File: src/rtl/mii_net_crc32_stream_if.sv
// Byte-stream bundle for the inline CRC-32 engine: upstream beats in, registered beats out,
// plus the CRC status that rides alongside.
interface mii_net_crc32_stream_if #(
  parameter int DATA_BYTES = 1
);
  localparam int KEEP_W = $clog2(DATA_BYTES) + 1;

  logic                    i_mode;
  logic                    i_abort;
  logic [8*DATA_BYTES-1:0] i_data;
  logic                    i_valid;
  logic                    i_last;
  logic [KEEP_W-1:0]       i_keep;
  logic                    o_ready;
  logic [8*DATA_BYTES-1:0] o_data;
  logic                    o_valid;
  logic                    o_last;
  logic [KEEP_W-1:0]       o_keep;
  logic                    i_ready;
  logic [31:0]             o_crc_reg;
  logic                    o_fcs_done;
  logic                    o_fcs_ok;

  modport slave (
    input  i_mode, i_abort, i_data, i_valid, i_last, i_keep, i_ready,
    output o_ready, o_data, o_valid, o_last, o_keep, o_crc_reg, o_fcs_done, o_fcs_ok
  );

  modport master (
    output i_mode, i_abort, i_data, i_valid, i_last, i_keep, i_ready,
    input  o_ready, o_data, o_valid, o_last, o_keep, o_crc_reg, o_fcs_done, o_fcs_ok
  );
endinterface

File: src/rtl/mii_net_crc32_stream.sv
// Inline 802.3 CRC-32 on a DATA_BYTES-wide stream: appends the FCS as trailing beats in
// append mode, or checks the received FCS against the residue in check mode.
module mii_net_crc32_stream #(
  parameter int DATA_BYTES = 1
) (
  input logic                  i_clk,
  input logic                  i_reset,
  mii_net_crc32_stream_if.slave bus
);
  localparam int          KEEP_W      = $clog2(DATA_BYTES) + 1;
  localparam int          W           = 8 * DATA_BYTES;
  localparam int          NBEATS      = 4 / DATA_BYTES;
  localparam logic [31:0] CRC_INIT    = 32'hFFFF_FFFF;
  localparam logic [31:0] CRC_RESIDUE = 32'hDEBB_20E3;
  localparam logic [31:0] CRC_POLY    = 32'hEDB8_8320;

  // Bit-serial form of the reflected table step T[(crc ^ b) & 0xFF] ^ (crc >> 8).
  function automatic logic [31:0] crc32_byte(input logic [31:0] crc, input logic [7:0] b);
    logic [31:0] c;
    c = crc ^ {24'd0, b};
    for (int k = 0; k < 8; k++) begin
      c = c[0] ? ((c >> 1) ^ CRC_POLY) : (c >> 1);
    end
    return c;
  endfunction

  typedef enum logic [0:0] {S_DATA = 1'b0, S_FCS = 1'b1} state_t;

  state_t            state_q, state_d;
  logic              mode_q, mode_d;
  logic              first_q, first_d;
  logic [31:0]       crc_q, crc_d;
  logic [31:0]       fcs_q, fcs_d;
  logic [1:0]        cnt_q, cnt_d;
  logic [W-1:0]      data_q, data_d;
  logic              valid_q, valid_d;
  logic              last_q, last_d;
  logic [KEEP_W-1:0] keep_q, keep_d;
  logic              done_q, done_d;
  logic              ok_q, ok_d;

  logic              slot_free_s;
  logic              ready_s;
  logic              in_xfer_s;
  logic              mode_s;
  logic [KEEP_W-1:0] nbytes_s;
  logic [31:0]       crc_next_s;
  logic [31:0]       fcs_sh_s;

  assign slot_free_s = ~valid_q | bus.i_ready;
  assign ready_s     = (state_q == S_DATA) & slot_free_s;
  assign in_xfer_s   = bus.i_valid & ready_s;
  assign mode_s      = first_q ? bus.i_mode : mode_q;
  assign fcs_sh_s    = fcs_q >> (int'(cnt_q) * W);

  // Byte count of the current beat and the CRC after folding those bytes in wire order.
  always_comb begin
    if (bus.i_last && (bus.i_keep != {KEEP_W{1'b0}})) begin
      nbytes_s = bus.i_keep;
    end else begin
      nbytes_s = KEEP_W'(DATA_BYTES);
    end
    crc_next_s = crc_q;
    for (int b = 0; b < DATA_BYTES; b++) begin
      crc_next_s = (b < int'(nbytes_s)) ? crc32_byte(crc_next_s, bus.i_data[8*b +: 8])
                                        : crc_next_s;
    end
  end

  // Next-state logic for the frame FSM and the output register stage.
  always_comb begin
    state_d = state_q;
    mode_d  = mode_q;
    first_d = first_q;
    crc_d   = crc_q;
    fcs_d   = fcs_q;
    cnt_d   = cnt_q;
    data_d  = data_q;
    last_d  = last_q;
    keep_d  = keep_q;
    done_d  = 1'b0;
    ok_d    = 1'b0;
    if (valid_q && bus.i_ready) begin
      valid_d = 1'b0;
    end else begin
      valid_d = valid_q;
    end

    if (bus.i_abort) begin
      valid_d = 1'b0;
      state_d = S_DATA;
      crc_d   = CRC_INIT;
      cnt_d   = 2'd0;
      first_d = 1'b1;
    end else begin
      case (state_q)
        S_DATA: begin
          if (in_xfer_s) begin
            data_d  = bus.i_data;
            valid_d = 1'b1;
            mode_d  = mode_s;
            first_d = bus.i_last;
            keep_d  = nbytes_s;
            if (!bus.i_last) begin
              last_d = 1'b0;
              crc_d  = crc_next_s;
            end else if (mode_s) begin
              last_d = 1'b1;
              done_d = 1'b1;
              ok_d   = (crc_next_s == CRC_RESIDUE);
              crc_d  = CRC_INIT;
            end else begin
              // The FCS beats carry o_last, so the final data beat does not.
              last_d  = 1'b0;
              crc_d   = crc_next_s;
              fcs_d   = ~crc_next_s;
              cnt_d   = 2'd0;
              state_d = S_FCS;
            end
          end else begin
            state_d = S_DATA;
          end
        end
        S_FCS: begin
          if (slot_free_s) begin
            data_d  = fcs_sh_s[W-1:0];
            valid_d = 1'b1;
            keep_d  = KEEP_W'(DATA_BYTES);
            if (cnt_q == 2'(NBEATS - 1)) begin
              last_d  = 1'b1;
              cnt_d   = 2'd0;
              crc_d   = CRC_INIT;
              state_d = S_DATA;
            end else begin
              last_d = 1'b0;
              cnt_d  = cnt_q + 2'd1;
            end
          end else begin
            state_d = S_FCS;
          end
        end
        default: begin
          state_d = S_DATA;
        end
      endcase
    end
  end

  // State and output registers.
  always_ff @(posedge i_clk or posedge i_reset) begin
    if (i_reset) begin
      state_q <= S_DATA;
      mode_q  <= 1'b0;
      first_q <= 1'b1;
      crc_q   <= CRC_INIT;
      fcs_q   <= 32'd0;
      cnt_q   <= 2'd0;
      data_q  <= {W{1'b0}};
      valid_q <= 1'b0;
      last_q  <= 1'b0;
      keep_q  <= {KEEP_W{1'b0}};
      done_q  <= 1'b0;
      ok_q    <= 1'b0;
    end else begin
      state_q <= state_d;
      mode_q  <= mode_d;
      first_q <= first_d;
      crc_q   <= crc_d;
      fcs_q   <= fcs_d;
      cnt_q   <= cnt_d;
      data_q  <= data_d;
      valid_q <= valid_d;
      last_q  <= last_d;
      keep_q  <= keep_d;
      done_q  <= done_d;
      ok_q    <= ok_d;
    end
  end

  assign bus.o_ready    = ready_s;
  assign bus.o_data     = data_q;
  assign bus.o_valid    = valid_q;
  assign bus.o_last     = last_q;
  assign bus.o_keep     = keep_q;
  assign bus.o_crc_reg  = crc_q;
  assign bus.o_fcs_done = done_q;
  assign bus.o_fcs_ok   = ok_q;
endmodule

File: src/flat_wrapper.sv
// flat-port wrapper written by rule: the top's interface ports become plain ports
module mii_net_crc32_stream_flat 
#(
  parameter int DATA_BYTES = 1
)
  (i_clk, i_reset, bus_i_mode, bus_i_abort, bus_i_data, bus_i_valid, bus_i_last, bus_i_keep, bus_i_ready, bus_o_ready, bus_o_data, bus_o_valid, bus_o_last, bus_o_keep, bus_o_crc_reg, bus_o_fcs_done, bus_o_fcs_ok);
  mii_net_crc32_stream_if #(.DATA_BYTES(DATA_BYTES)) bus_i ();
  input logic i_clk;
  input logic i_reset;
  input wire logic [$bits(bus_i.i_mode)-1:0] bus_i_mode;
  input wire logic [$bits(bus_i.i_abort)-1:0] bus_i_abort;
  input wire logic [$bits(bus_i.i_data)-1:0] bus_i_data;
  input wire logic [$bits(bus_i.i_valid)-1:0] bus_i_valid;
  input wire logic [$bits(bus_i.i_last)-1:0] bus_i_last;
  input wire logic [$bits(bus_i.i_keep)-1:0] bus_i_keep;
  input wire logic [$bits(bus_i.i_ready)-1:0] bus_i_ready;
  output wire logic [$bits(bus_i.o_ready)-1:0] bus_o_ready;
  output wire logic [$bits(bus_i.o_data)-1:0] bus_o_data;
  output wire logic [$bits(bus_i.o_valid)-1:0] bus_o_valid;
  output wire logic [$bits(bus_i.o_last)-1:0] bus_o_last;
  output wire logic [$bits(bus_i.o_keep)-1:0] bus_o_keep;
  output wire logic [$bits(bus_i.o_crc_reg)-1:0] bus_o_crc_reg;
  output wire logic [$bits(bus_i.o_fcs_done)-1:0] bus_o_fcs_done;
  output wire logic [$bits(bus_i.o_fcs_ok)-1:0] bus_o_fcs_ok;
  assign bus_i.i_mode = bus_i_mode;
  assign bus_i.i_abort = bus_i_abort;
  assign bus_i.i_data = bus_i_data;
  assign bus_i.i_valid = bus_i_valid;
  assign bus_i.i_last = bus_i_last;
  assign bus_i.i_keep = bus_i_keep;
  assign bus_i.i_ready = bus_i_ready;
  assign bus_o_ready = bus_i.o_ready;
  assign bus_o_data = bus_i.o_data;
  assign bus_o_valid = bus_i.o_valid;
  assign bus_o_last = bus_i.o_last;
  assign bus_o_keep = bus_i.o_keep;
  assign bus_o_crc_reg = bus_i.o_crc_reg;
  assign bus_o_fcs_done = bus_i.o_fcs_done;
  assign bus_o_fcs_ok = bus_i.o_fcs_ok;
  mii_net_crc32_stream #(.DATA_BYTES(DATA_BYTES)) u_core (.i_clk(i_clk), .i_reset(i_reset), .bus(bus_i));
endmodule
File: config.mk
export PLATFORM = sky130hd
export DESIGN_NAME = mii_net_crc32_stream_flat
export DESIGN_NICKNAME = d
export VERILOG_FILES = /design/src/rtl/mii_net_crc32_stream_if.sv /design/src/rtl/mii_net_crc32_stream.sv /design/src/flat_wrapper.sv
export SDC_FILE = /design/constraint.sdc
export NUM_CORES = 1
export LEC_CHECK = 0
export ABC_AREA = 1
export CAP_MARGIN = 5
export CORE_MARGIN = 10
export CORE_UTILIZATION = 51
export DETAILED_ROUTE_END_ITERATION = 7
export GPL_TIMING_DRIVEN = 0
export PLACE_DENSITY = 0.7
export SLEW_MARGIN = 20
export SYNTH_ARGS = -nofsm -noshare
export SYNTH_HDL_FRONTEND = slang
export SYNTH_SLANG_ARGS = --single-unit
File: constraint.sdc
create_clock -name i_clk -period 3.1 [get_ports i_clk]
set_input_delay 0.31 -clock i_clk [delete_from_list [all_inputs] [get_ports i_clk]]
set_output_delay 0.31 -clock i_clk [all_outputs]
set_load 0.02 [all_outputs]
-- Word level (Yosys, flattened, before mapping)
Index checks and enable logic that the tools add are counted.
- register bits: 82
- input port bits: 16
- output and inout port bits: 46
- logic and storage cells: 111
- add/subtract/negate cells: 1
- $lt $le $gt $ge: 1
- equal/unequal tests: 10
- shift operators: 1
- muxes and demuxes: 60
- bitwise logic cells: 17
- reductions and logical operators: 9
- operators with widths (kind ; number):
    $mux 32 ; 15
    $not 13->14 ; 8
    $pmux 32 s2 ; 1
    $eq 32x32->1 const B ; 1
    $not 32->32 ; 1
    $shr 32x5->8 ; 1
    $xor 32x8->32 ; 1
    $mux 1 ; 30
    $mux 8 ; 2
    $pmux 8 s2 ; 1
    $mux 2 ; 6
    $ne 3x3->1 const B ; 4
    $reduce_and 3->1 ; 3
    $pmux 1 s2 ; 4
    $reduce_and 5->1 ; 1
    $ne 2x2->1 const B ; 2
    $not 1->1 ; 4
    $pmux 2 s2 ; 1
    $reduce_and 4->1 ; 1
    $ne 3x2->1 const B ; 1
    $add 2x1->2 const B ; 1
    $and 1x1->1 ; 2
    $eq 2x2->1 const B ; 1
    $logic_and 1x1->1 ; 2
    5 further kinds ; 5

-- Logic depth before layout (Yosys ltp)
- depth after elaboration: 24
- gate-level depth with buffers: 15

-- Worst setup path after synthesis
Ideal clock, no wire load.
- kind: reg2reg
- start point: register u_core.crc_q[1], in the netlist u_core.bus.o_crc_reg[1]
- end point: register u_core.ok_q, in the netlist u_core.bus.o_fcs_ok
- library setup time: 0.071 ns
- arrival: 1.655 ns
- data required time: 3.029 ns
- path slack: 1.374 ns
- cell stages (with the launch flop): 15
- period minus slack after synthesis: 1.726 ns
- cell sequence: dfstp_2 > inv_1 > nand2_1 > nand2_4 > nand2_4 > nand2_8 > nand2_1 > nand2_2 > nand2_1 > nand2_1 > nor2_1 > nand2_1 > nor2_1 > nand2_1 > nor2_1
- longest elaborated chain between the ends: 20
- elaborated cells on any way between the ends: 22
- ends and longest elaborated chain (element ; line ; source):
    from (decl) ; mii_net_crc32_stream.sv:32 ; logic [31:0] crc_q, crc_d;
    from (signal assigned) ; mii_net_crc32_stream.sv:168 ; crc_q <= crc_d;
    $xor 32x8->32 ; mii_net_crc32_stream.sv:20 ; c = crc ^ {24'd0, b};
    $mux 32 (2 in series) ; mii_net_crc32_stream.sv:22 ; c = c[0] ? ((c >> 1) ^ CRC_POLY) : (c >> 1);
    $not 13->14 (no source line) or $mux 32 (tied branches) ; n/a ;
    $mux 32 or $not 13->14 (tied branches) (2 in series) ; n/a ;
    $not 13->14 (no source line) or $mux 32 (tied branches) ; n/a ;
    $mux 32 ; mii_net_crc32_stream.sv:22 ;
    $not 13->14 (no source line) or $mux 32 (tied branches) ; n/a ;
    $mux 32 or $not 13->14 (tied branches) ; n/a ;
    [... 3 more ...] ; n/a ;
    $mux 32 * ; mii_net_crc32_stream.sv:65 ; crc_next_s = (b < int'(nbytes_s)) ? crc32_byte(crc_next_s, bus.i_data[8*b +: 8])
    $eq 32x32->1 * ; mii_net_crc32_stream.sv:110 ; ok_d = (crc_next_s == CRC_RESIDUE);
    $mux 1 * ; mii_net_crc32_stream.sv:107 ; end else if (mode_s) begin
    $mux 1 * ; mii_net_crc32_stream.sv:104 ; if (!bus.i_last) begin
    $mux 1 * ; mii_net_crc32_stream.sv:98 ; if (in_xfer_s) begin
    $mux 1 * ; mii_net_crc32_stream.sv:96 ; case (state_q)
    $mux 1 * ; mii_net_crc32_stream.sv:89 ; if (bus.i_abort) begin
    named net u_core.ok_d ; mii_net_crc32_stream.sv:40 ; logic ok_q, ok_d;
    to (signal assigned) ; mii_net_crc32_stream.sv:176 ; ok_q <= ok_d;
    to (decl) ; mii_net_crc32_stream.sv:40 ;
Mark *: on every way through the listed nets, which the timed path passes. The rest lies on a longest branch.
A chain may end at the register's enable or synchronous reset.

-- Final worst setup path
- start point: register u_core.crc_q[0], in the netlist u_core.bus.o_crc_reg[0]
- end point: register u_core.ok_q, in the netlist u_core.bus.o_fcs_ok
- longest elaborated chain between the ends: 21
- elaborated cells on any way between the ends: 23
- ends and longest elaborated chain (element ; line):
    $xor 32x8->32 ; mii_net_crc32_stream.sv:20
    $mux 32 ; mii_net_crc32_stream.sv:22
    $mux 32 or $not 13->14 (tied branches) ; n/a
    $not 13->14 (no source line) or $mux 32 (tied branches) ; n/a
    $mux 32 or $not 13->14 (tied branches) ; n/a
    $not 13->14 (no source line) or $mux 32 (tied branches) ; n/a
    $mux 32 ; mii_net_crc32_stream.sv:22
    $mux 32 or $not 13->14 (tied branches) ; n/a
    [... 6 more ...] ; n/a
    $mux 32 * ; mii_net_crc32_stream.sv:65
    $eq 32x32->1 * ; mii_net_crc32_stream.sv:110
    $mux 1 * ; mii_net_crc32_stream.sv:107
    $mux 1 * ; mii_net_crc32_stream.sv:104
    $mux 1 * ; mii_net_crc32_stream.sv:98
    $mux 1 * ; mii_net_crc32_stream.sv:96
    $mux 1 * ; mii_net_crc32_stream.sv:89
    named net u_core.ok_d ; mii_net_crc32_stream.sv:40
Marks and branches as above.

==> impl_metrics.tcl <==
set metrics [dict create \
    status "finished, final reports clean" \
    clk_latency_ps 370 \
    required_ps 3400 \
    clock_path_buffers 2 \
    cts_setup_buffers 0 \
    syn_nets 719 \
    dp_slack_ps 616 \
    crit_type "reg2reg" \
    antenna_found_initial 0 \
    cts_tree "done" \
    path_clk_slew_ps 100 \
    syn2layout_area_growth_pct 20.2 \
    end_kind "flop" \
    relSlewSlack 0.682 \
    setup_violations 0 \
    die_area_sq_um 14000 \
    hold_violations 0 \
    drc 0 \
    peakVddDrop_mv 0.268 \
    grt_pass1_vias 4739 \
    via_per_inst 5.45 \
    swShare 0.418 \
    synth_seq_cells 82 \
    switchingPower_w 0.00162 \
    syn_area_sq_um 4950 \
    synth_top_cell_area_share 0.248 \
    grt_use_total 0.227 \
    synth_top_area_cell "dfrtp_1" \
    diodes 0 \
    max-cap-violations 0 \
    nNetsFinal 791 \
    clock-skew-final_ps 13.8 \
    port_buffers 60 \
    min_path_type "in2async" \
    overflow 0 \
    power_frac_seq 0.396 \
    cp_data_arrival_time_ps 2490 \
    setup_ws_ps 905 \
    ctsResizeCount 0 \
    p_int_w 0.00226 \
    ios 62 \
    gp_congestion 0.957 \
    fin_cells 908 \
    seq_area_frac_synth 0.423 \
    power_density_nw_per_um2 653 \
    leakagePower_nw 3.06 \
    crit_fanout 10 \
    rsz0062_at_grt "no" \
    yosys-top-cells-area "dfrtp_1 (25%), nand2_1 (19%), dfstp_2 (18%)" \
    syn_area_per_cell_sq_um 7.05 \
    core_area_sq_um 9330 \
    clock_sinks 82 \
    dp.final_hpwl_um 12300 \
    antenna_left 0 \
    fmax_mhz 456 \
    start_kind "flop" \
    synth_cell_types 32 \
    finalCritPeriodShare 0.708 \
    wl_per_cell_um 17.7 \
    tightest_slew_ps 477 \
    holdBufCountCts 0 \
    rows 35 \
    startpoint "u_core.bus.o_crc_reg[0]" \
    cts_buffers 9 \
    die_w_um 119 \
    routed-via-count 4950 \
    fin_crit_ps 2200 \
    synth_cells 702 \
    grt_max_degree 56 \
    dieHeight_um 119 \
    layout-drive-gt1-share 0.125 \
    dp_cells 892 \
    fin_setup_tns_ps 0 \
    slew_violations 0 \
    first_pass_iters 8 \
    first_iter_violations 538 \
    total_power_w 0.00388 \
    synth-warning-count 0 \
    r2r-start "u_core.bus.o_crc_reg[0]" \
    initial_core_util 0.531 \
    wl_um 16100 \
    htree_levels 3 \
    grt_pass1_wl_um 25400 \
    comb_power_share 0.385 \
    clkPwrFrac 0.220 \
    clockRootBuffer "clkbuf_8" \
]
==> Yosys cell counts <==
cell type	number
o211ai_1	2
clkinv_1	1
nor2_4	2
inv_1	88
a22oi_1	7
nor3_1	1
or2_1	1
nand2_1	254
xnor2_1	1
or2_2	1
dfstp_2	33
o21ai_1	1
buf_2	3
buf_4	1
buf_6	3
xor2_1	12
nor3_4	1
nand2_4	7
a21oi_1	9
o22ai_1	29
nand2_2	21
dfrtp_1	49
o21ai_0	64
nand3_1	40
inv_4	1
inv_2	5
a31oi_1	6
nand2_8	1
nand4_1	1
nor2_1	47
ha_1	1
clkbuf_1	9
==> final timing paths <==
| kind | end | slack (ps) | depth (start not counted) |
|---|---|---|---|
| hold reg to reg | u_core.bus.o_keep | 470 | 1 |
| max in group asynchronous | u_core.first_q | 2160 | 3 |
| hold / removal | u_core.fcs_q[14] | 290 | 2 |
| setup / recovery | u_core.bus.o_fcs_ok | 900 | 11 |
| min in group i_clk | u_core.bus.o_keep | 470 | 1 |
| setup reg to reg | u_core.bus.o_fcs_ok | 900 | 11 |
==> power groups by stage <==
stage,clock network [W],registers [W],logic [W]
2_1_floorplan,0,0.00160,0.000863
3_3_place_gp,0,0.00154,0.00143
3_5_place_dp,0,0.00155,0.00147
4_1_cts,0.000858,0.00153,0.00148
5_1_grt,0.000914,0.00157,0.00164
6_report,0.000852,0.00154,0.00149
==> worst max-delay path: stages, from the launching register on <==
cell and delay (ps):
dfstp_2 560, nand2_1 90, nand2_4 200, nand2_4 90, nand2_4 120, nand2_1 80
nand2_2 110, xor2_1 390, nand2_1 90, nand2_1 180, nand3_1 100, nor2_1 110
==> logic make-up (layout without fill, tap and decap cells) <==
family | after synthesis | after routing | share of synthesized area
and+or+nand+nor | 377 | 377 | 0.328
AOI/OAI and AO/OA | 118 | 118 | 0.133
buffers and inverters | 111 | 188 | 0.0908
DFF | 82 | 82 | 0.423
xor gates and xnor gates | 13 | 13 | 0.0230
adders and majority gates | 1 | 1 | 0.00253
==> per-stage QoR <==
step | hold slack, ps | utilization | cell area [sq um]
2_1_floorplan | 373 | - | 4950
3_3_place_gp | 454 | 0.612 | 5710
3_5_place_dp | 459 | 0.615 | 5740
4_1_cts | 286 | 0.638 | 5950
5_1_grt | 298 | 0.638 | 5950
6_report | 287 | 0.638 | 5950
==> placed cells by master (no fill, tap or decap), types with 2 or more instances in the layout <==
master | Yosys | layout
clkdlybuf4s50_1 | 0 | 60
o211ai_1 | 2 | 2
inv_1 | 88 | 87
xor2_1 | 12 | 12
nand2_4 | 7 | 7
a21oi_1 | 9 | 9
buf_2 | 3 | 3
a22oi_1 | 7 | 7
o21ai_0 | 64 | 64
clkbuf_8 | 0 | 9
inv_2 | 5 | 5
inv_6 | 0 | 3
clkbuf_1 | 9 | 9
nand2_1 | 254 | 254
nor2_4 | 2 | 2
dfstp_2 | 33 | 33
a31oi_1 | 6 | 6
buf_6 | 3 | 3
nand2_2 | 21 | 21
dfrtp_1 | 49 | 49
nand3_1 | 40 | 40
o22ai_1 | 29 | 29
nor2_1 | 47 | 47
inv_4 | 1 | 2
==> layout make-up <==
class | instances | area (sq um)
clock inverters | 7 | 83.8
clock buffers | 9 | 124
inverters | 95 | 362
multi-input cells | 509 | 2410
repair buffers | 61 | 628
fillers | 878 | 3380
flip-flops and latches | 82 | 2090
plain buffers | 16 | 90.1
well taps | 129 | 161
==> per-layer routing <==
layer  share of wire  wire length, um  GRT usage
met3           0.085             1360     0.0443
met2            0.47             7610      0.368
met5               0                0          0
met1            0.41             6530      0.286
met4           0.035              561      0.103
Note: power is estimated with default switching activity, not from simulation.
